## src/rtl/phy_rx_serial_to_parallel_if.sv

```systemverilog
// Serial lane receive interface: one serial bit in, byte stream and lock status out.
interface phy_rx_serial_to_parallel_if;
   logic       serial_in;
   logic [7:0] data_out;
   logic       valid_out;
   logic       active;
   logic       comma_seen;

   // Transmitter / lane driver side
   modport master (
      output serial_in,
      input  data_out,
      input  valid_out,
      input  active,
      input  comma_seen
   );

   // Deserializer side
   modport slave (
      input  serial_in,
      output data_out,
      output valid_out,
      output active,
      output comma_seen
   );
endinterface

```

## src/rtl/phy_rx_serial_to_parallel.sv

```systemverilog
// Receive-side deserializer: hunts for the comma byte, locks after LOCK_COUNT
// consecutive byte-spaced commas, then emits one byte every 8 bit clocks.
//
// state   | meaning
// --------+-----------------------------------------------------------------
// SEARCH  | hunting for LOCK_COUNT commas exactly 8 bits apart, active=0
// ALIGNED | locked to byte boundary, data bytes emitted, held until reset
module phy_rx_serial_to_parallel #(
   parameter logic [7:0]  COMMA      = 8'hBC,
   parameter int unsigned LOCK_COUNT = 4
) (
   input logic                         clk_32f,
   input logic                         reset,
   phy_rx_serial_to_parallel_if.slave  rx
);

   typedef enum logic {SEARCH, ALIGNED} state_t;

   localparam logic [3:0] LOCK_CNT = 4'(LOCK_COUNT);

   state_t     state_q, state_d;
   logic [6:0] sr_q, sr_d;
   logic [2:0] bit_cnt_q, bit_cnt_d;
   logic [3:0] comma_cnt_q, comma_cnt_d;
   logic [7:0] data_q, data_d;
   logic       valid_q, valid_d;
   logic       comma_seen_q, comma_seen_d;

   logic [7:0] win;
   logic       is_comma;
   logic       boundary;

   // Only seven history bits are kept; the eighth is the bit arriving now.
   assign win      = {sr_q, rx.serial_in};
   assign is_comma = (win == COMMA);
   assign boundary = (bit_cnt_q == 3'd7);

   // State, shift path and output registers
   always_ff @(posedge clk_32f or posedge reset) begin
      if (reset) begin
         state_q      <= SEARCH;
         sr_q         <= '0;
         bit_cnt_q    <= '0;
         comma_cnt_q  <= '0;
         data_q       <= '0;
         valid_q      <= 1'b0;
         comma_seen_q <= 1'b0;
      end else begin
         state_q      <= state_d;
         sr_q         <= sr_d;
         bit_cnt_q    <= bit_cnt_d;
         comma_cnt_q  <= comma_cnt_d;
         data_q       <= data_d;
         valid_q      <= valid_d;
         comma_seen_q <= comma_seen_d;
      end
   end

   // Comma hunt, lock decision and byte delivery
   always_comb begin
      state_d      = state_q;
      sr_d         = win[6:0];
      bit_cnt_d    = bit_cnt_q + 3'd1;
      comma_cnt_d  = comma_cnt_q;
      data_d       = data_q;
      valid_d      = 1'b0;
      comma_seen_d = 1'b0;

      unique case (state_q)
         SEARCH: begin
            if (is_comma) begin
               comma_seen_d = 1'b1;
               if ((comma_cnt_q != 4'd0) && boundary) begin
                  comma_cnt_d = comma_cnt_q + 4'd1;
               end else begin
                  // First comma, or one at the wrong spacing: restart the run here.
                  comma_cnt_d = 4'd1;
                  bit_cnt_d   = 3'd0;
               end
               if (comma_cnt_d == LOCK_CNT) begin
                  state_d   = ALIGNED;
                  bit_cnt_d = 3'd0;
               end
            end else if (boundary && (comma_cnt_q != 4'd0)) begin
               comma_cnt_d = 4'd0;
            end
         end
         ALIGNED: begin
            if (boundary) begin
               if (is_comma) begin
                  comma_seen_d = 1'b1;
               end else begin
                  data_d  = win;
                  valid_d = 1'b1;
               end
            end
         end
         default: state_d = SEARCH;
      endcase
   end

   assign rx.data_out   = data_q;
   assign rx.valid_out  = valid_q;
   assign rx.active     = (state_q == ALIGNED);
   assign rx.comma_seen = comma_seen_q;

endmodule

```

## src/flat_wrapper.sv

```systemverilog
// flat-port wrapper written by rule: the top's interface ports become plain ports
module phy_rx_serial_to_parallel_flat 
#(
   parameter logic [7:0]  COMMA      = 8'hBC,
   parameter int unsigned LOCK_COUNT = 4
)
  (clk_32f, reset, rx_serial_in, rx_data_out, rx_valid_out, rx_active, rx_comma_seen);
  phy_rx_serial_to_parallel_if rx_i ();
  input logic clk_32f;
  input logic reset;
  input wire logic [$bits(rx_i.serial_in)-1:0] rx_serial_in;
  output wire logic [$bits(rx_i.data_out)-1:0] rx_data_out;
  output wire logic [$bits(rx_i.valid_out)-1:0] rx_valid_out;
  output wire logic [$bits(rx_i.active)-1:0] rx_active;
  output wire logic [$bits(rx_i.comma_seen)-1:0] rx_comma_seen;
  assign rx_i.serial_in = rx_serial_in;
  assign rx_data_out = rx_i.data_out;
  assign rx_valid_out = rx_i.valid_out;
  assign rx_active = rx_i.active;
  assign rx_comma_seen = rx_i.comma_seen;
  phy_rx_serial_to_parallel #(.COMMA(COMMA), .LOCK_COUNT(LOCK_COUNT)) u_core (.clk_32f(clk_32f), .reset(reset), .rx(rx_i));
endmodule
```

## config.mk

```make
export PLATFORM = sky130hd
export DESIGN_NAME = phy_rx_serial_to_parallel_flat
export DESIGN_NICKNAME = d
export VERILOG_FILES = /design/src/rtl/phy_rx_serial_to_parallel_if.sv /design/src/rtl/phy_rx_serial_to_parallel.sv /design/src/flat_wrapper.sv
export SDC_FILE = /design/constraint.sdc
export NUM_CORES = 1
export LEC_CHECK = 0
export ABC_CLOCK_PERIOD_IN_PS = 2540
export BUFFER_PORTS_ARGS = -buffer_cell sky130_fd_sc_hd__buf_2
export CORE_MARGIN = 3
export CORE_UTILIZATION = 50
export CTS_CLUSTER_DIAMETER = 100
export DETAILED_ROUTE_END_ITERATION = 10
export PLACE_DENSITY = 0.77
export SYNTH_ARGS = -nofsm -noshare
export SYNTH_HDL_FRONTEND = slang
export SYNTH_SLANG_ARGS = --single-unit
```

## constraint.sdc

```tcl
create_clock -name clk_32f -period 2.54 [get_ports clk_32f]
set_input_delay 0.254 -clock clk_32f [delete_from_list [all_inputs] [get_ports clk_32f]]
set_output_delay 0.254 -clock clk_32f [all_outputs]
set_load 0.02 [all_outputs]
```

== Yosys cells after proc, flatten, opt, wreduce, memory -nomap -nowiden ==
Index checks and enable logic that the tools add are counted.
Storage, ports and cells
  output and inout bits: 11
  flip-flop bits (word level): 25
  logic and storage cells: 37
  bits in writable memories: 0
  latch bits: 0
  bits of input ports: 3
  bits in read-only memories: 0
  memories: 0
Operators by class
  magnitude comparators: 0
  shifts and indexed selects: 0
  bitwise operators: 2
  multipliers: 0
  reductions and logical operators: 5
  eq/ne operators: 3
  add/sub/neg operators: 2
  mux-type cells: 18
  div/mod/pow operators: 0
Operators with widths (number)
  $mux 4: 5
  $mux 3: 4
  $eq 8x8->1 const B: 1
  $mux 1: 8
  $add 4x1->4 const B: 1
  $eq 4x3->1 const B: 1
  $reduce_bool 4->1: 1
  $add 3x1->3 const B: 1
  $eq 3x3->1 const B: 1
  $reduce_and 3->1: 1
  $not 1->1: 2
  $pmux 1 s2: 1
  $reduce_and 2->1: 1
  $reduce_bool 2->1: 1
  $logic_and 1x1->1: 1

== Longest topological paths before layout ==
  depth after elaboration: 9
  gate-level depth with buffers: 6
  mapped depth without buffers: 6

== Worst setup path before layout ==
OpenSTA, ideal clock, no wires.
  path kind: register to register
  start point: reg u_core.comma_cnt_q[0]
  end point: reg u_core.bit_cnt_q[1]
  clock period less this slack: 1595 ps
  setup time: 119 ps
  cell stages (with the launch flop): 7
  setup slack: 945 ps
  arrival: 1476 ps
  required time: 2421 ps
  path buffers: 0
  cell sequence: dfrtp_1 inv_1 ha_1 nor2b_1 o211ai_1 a211o_2 and2_1
On the way
  cells in the longest elaborated chain, start to end: 9
  elaborated cells between the ends (all ways): 11
  those cells by class: 1 x add/sub; 1 x eq/ne; 7 x mux; 2 x reduce/logical
RTL lines
  from (decl): line phy_rx_serial_to_parallel.sv:24  | logic [3:0] comma_cnt_q, comma_cnt_d;
  from (signal assigned): line phy_rx_serial_to_parallel.sv:52  | comma_cnt_q <= comma_cnt_d;
  parallel branches: the longest is 6 deep, another holds $add 4x1->4
  $mux 3 (*): line phy_rx_serial_to_parallel.sv:80  | if (comma_cnt_d == LOCK_CNT) begin
  $mux 3 (*): line phy_rx_serial_to_parallel.sv:71  | if (is_comma) begin
  $mux 3 (*): line phy_rx_serial_to_parallel.sv:69  | unique case (state_q)
  named net u_core.bit_cnt_d[1]: line phy_rx_serial_to_parallel.sv:23  | logic [2:0] bit_cnt_q, bit_cnt_d;
  to (signal assigned): line phy_rx_serial_to_parallel.sv:51  | bit_cnt_q <= bit_cnt_d;
  to (decl): line phy_rx_serial_to_parallel.sv:23
Mark *: on every way through the listed nets, which the timed path passes. The select of a mux whose other input is x is not followed.
A chain may end at the register's enable or synchronous reset.

== Final worst setup path ==
  start point: reg u_core.comma_cnt_q[0]
  end point: reg u_core.bit_cnt_q[2]
Same word-level chain as after synthesis.

==> metrics.txt <==
status=finished clean; later-pin clock latency in the skew report=~0.30 ns; MaxCap Viol Count=0; non-filler cells in the finished layout=119; Syn Nets=84; die height=52.23 um; TritonCTS Buffers=3; Hold Path Sink=u_core.sr_q[0]; CP Data Required Time=around 2.7 ns; flops & latches, synth=25; Die Wd=~52 um; Tot GR Track Use=between 10% and 20%; cts repair resizes=0; initial antenna violation count=0; crit-path max FO=6; number of port buffers=13; TritonRoute pass-1 iters=4; Fillers=between 150 and 200; Slew @ Worst Pin=between 0.8 and 0.9 ns; top-area cell type share of the netlist area=around three fifths; number of setup buffers added after CTS=0; Crit Reg-Reg Endpoint=u_core.bit_cnt_q[2]; design area=about 1200 um2; final HPWL from detailed placement=around 1.2 mm; final worst-path cycle share=68.91%; CTS root buf=clkbuf_4; hold path startpoint=rx_serial_in; CTS Hold Buffers Added=0; Diodes inserted=0; remaining global-route overflow=0; RSZ-0062 raised after global routing=no; Highest Signal Layer=met4; Tightest Hold Check Type=in -> reg; Core Region=about 2000 um2; die area=~2700 um2; row count=16; Worst Hold Depth=1; maximum clock rate=571.3 MHz; Routed WL per cell=~14 um; Crit Path Category=reg -> reg; PD cells=550.7 nW/um2; worst path cell trace=inv_1, ha_1, nor2b_1, o211ai_1, a211o_2, and2_1; largest net degree at the start of global routing=26; total power=649.0 uW; largest cells by area after synthesis=dfrtp_1 (59%), mux2_4 (11%), ha_1 (4.7%), inv_1 (2.1%), and4b_1 (1.9%); DRC Markers=0; Routed WL=1.671 mm; Cell Area, Placed=1152 um2; Area Growth Syn to Fin=10.30%; critical path endpoint category=flip-flop; Avg Inst Size Synth=around 14 um2; Final ANT Viol Nets=0; Synth Instances=77; vias per cell=roughly 5.3; Cell Area, Synth=approximately 1100 um2; number of hold violations in the final report=0; CTS Sinks=25; # setup viols final=0; Final Critical Period=around 1.8 ns; Leak=around 0.6 nW; internal reg-to-reg setup slack=slightly below 0.8 ns; clock buffer depth=2; Slowest-stage cell, CP=dfrtp_1; DR iter-0 viols=1; RR Startpoint=u_core.comma_cnt_q[0]; worst vdd ir=between 0.3 and 0.4 mV; routed length on met3=between 80 and 90 um; critical path arrival=a little under 2 ns; vias in the first global route=about 600; CTS tree=yes; WL met1=roughly 760 um; clock-pin slew on the worst setup and hold paths=between 0.1 and 0.15 ns; via count=approximately 630; I/O Pins=14; H-tree levels=1; startpoint types=flip-flop; Fin Hold WS=~0.083 ns; Final nets=100; layout cell share with drive strength beyond 1=32.61%; first-pass GRT wire length=2.856 mm; Synth area leader=dfrtp_1; GP Congestion=between 0.7 and 0.8; setup TNS=0 ns; Worst Skew=roughly 0.0022 ns; Yosys warning count=0; crit-path max cell delay=around 0.44 ns; Initial Util=a little over half; Seq/Total Area, Yosys=between 50% and 60%; Netlist cell types=28; Rel. slew slack=between 40% and 50%; length in cells of the worst reg-to-reg path=6; Slew Viols, Final=0; post-placement cell count=roughly 120; met2 WL=796 um
==> power by group <==
group / leakage (nW) / switching (mW) / internal, mW
Combinational: 0.266 / 0.0266 / 0.0221
Sequential: 0.328 / 0.0148 / 0.424
Clock: 0.0150 / 0.101 / 0.0612
Total: 0.609 / 0.142 / 0.507
==> per-layer routing <==
layer / GRT usage, % / up-vias
met5: 0 / -
met4: 3.830 / 0
met3: 6.268 / 4
met2: 21.76 / 15
met1: 19.92 / 305
li1: - / 303
==> cell type report <==
cell class                 instances  area (um2)  share of cell area (%)
inverter                           6       22.52                   1.911
tap                               27       33.78                   2.866
clock buffer                       4       26.28                   2.229
sequential                        25       625.6                   53.08
multi-input combinational         44       405.4                   34.39
timing repair buffer              13       65.06                   5.520
==> critical path, delay by kind of cell (launching register included) <==
family / cells / cell delay [ns]
adders and majority gates: 1 / 0.31
DFF: 1 / 0.44
and+or+nand+nor: 2 / 0.37
AOI/OAI and AO/OA: 2 / 0.47
buffers and inverters: 1 / 0.06
==> how the worst max path moves through the flow <==
stage,from,end,cells past startpoint
2_1_floorplan,u_core.comma_cnt_q[0],u_core.bit_cnt_q[1],6
3_3_place_gp,u_core.comma_cnt_q[0],u_core.bit_cnt_q[2],6
3_5_place_dp,u_core.comma_cnt_q[0],u_core.bit_cnt_q[2],6
4_1_cts,u_core.comma_cnt_q[0],u_core.bit_cnt_q[2],6
5_1_grt,u_core.comma_cnt_q[0],u_core.bit_cnt_q[2],6
6_report,u_core.comma_cnt_q[0],u_core.bit_cnt_q[2],6
==> kinds of logic (layout without fill, tap and decap cells) <==
logic type                 count (synthesis)  in the layout  share of synthesized area, %
AOI/OAI and AO/OA                         15             15                         11.12
muxes                                      8              8                         11.24
adders and majority gates                  4              4                         4.684
and+or+nand+nor                           17             17                         10.89
buffers and inverters                      8             23                         3.512
DFF                                       25             25                         58.55
==> cell usage in the layout (no fill, tap or decap) <==
| master | instances |
|---|---|
| a211o_2 | 1 |
| a21bo_2 | 1 |
| a21o_1 | 2 |
| a21o_2 | 1 |
| a21oi_1 | 1 |
| a221oi_1 | 1 |
| a22o_1 | 2 |
| a31o_2 | 1 |
| a32o_1 | 1 |
| and2_1 | 2 |
| and3_4 | 1 |
| and4b_1 | 2 |
| buf_2 | 13 |
| clkbuf_1 | 1 |
| clkbuf_4 | 3 |
| dfrtp_1 | 25 |
| ha_1 | 4 |
| inv_1 | 6 |
| mux2_4 | 8 |
| nand2b_1 | 2 |
| nand3_1 | 1 |
| nand4_2 | 1 |
| nor2_1 | 3 |
| nor2b_1 | 3 |
| nor3_1 | 1 |
| nor3b_1 | 1 |
| o211ai_1 | 1 |
| o21ai_0 | 2 |
| o31ai_1 | 1 |
==> cells in the mapped netlist (all sizes together) <==
library cell,number
dfrtp,25
mux2,8
inv,6
ha,4
a21o,3
nor2,3
nor2b,3
a22o,2
and2,2
and4b,2
buf,2
nand2b,2
o21ai,2
a211o,1
a21bo,1
a21oi,1
a221oi,1
a31o,1
a32o,1
and3,1
nand3,1
nand4,1
nor3,1
nor3b,1
o211ai,1
o31ai,1
==> state kept, by name, indices dropped and copies added, names as in the netlist <==
signal,cells
u_core.sr_q,7
u_core.rx.valid_out,1
u_core.bit_cnt_q,3
u_core.rx.data_out,8
u_core.comma_cnt_q,4
u_core.rx.active,1
u_core.rx.comma_seen,1
==> metrics by stage <==
| step | utilization, % | setup WS (ns) |
|---|---|---|
| 3_3_place_gp | 57.56 | 0.8942 |
| 5_1_grt | 58.88 | 0.6755 |
| 6_report | 58.88 | 0.7897 |
| 3_5_place_dp | 57.56 | 0.8089 |
| 4_1_cts | 58.88 | 0.7874 |
| 2_1_floorplan | - | 0.9446 |
Note: power is estimated with default switching activity, not from simulation.
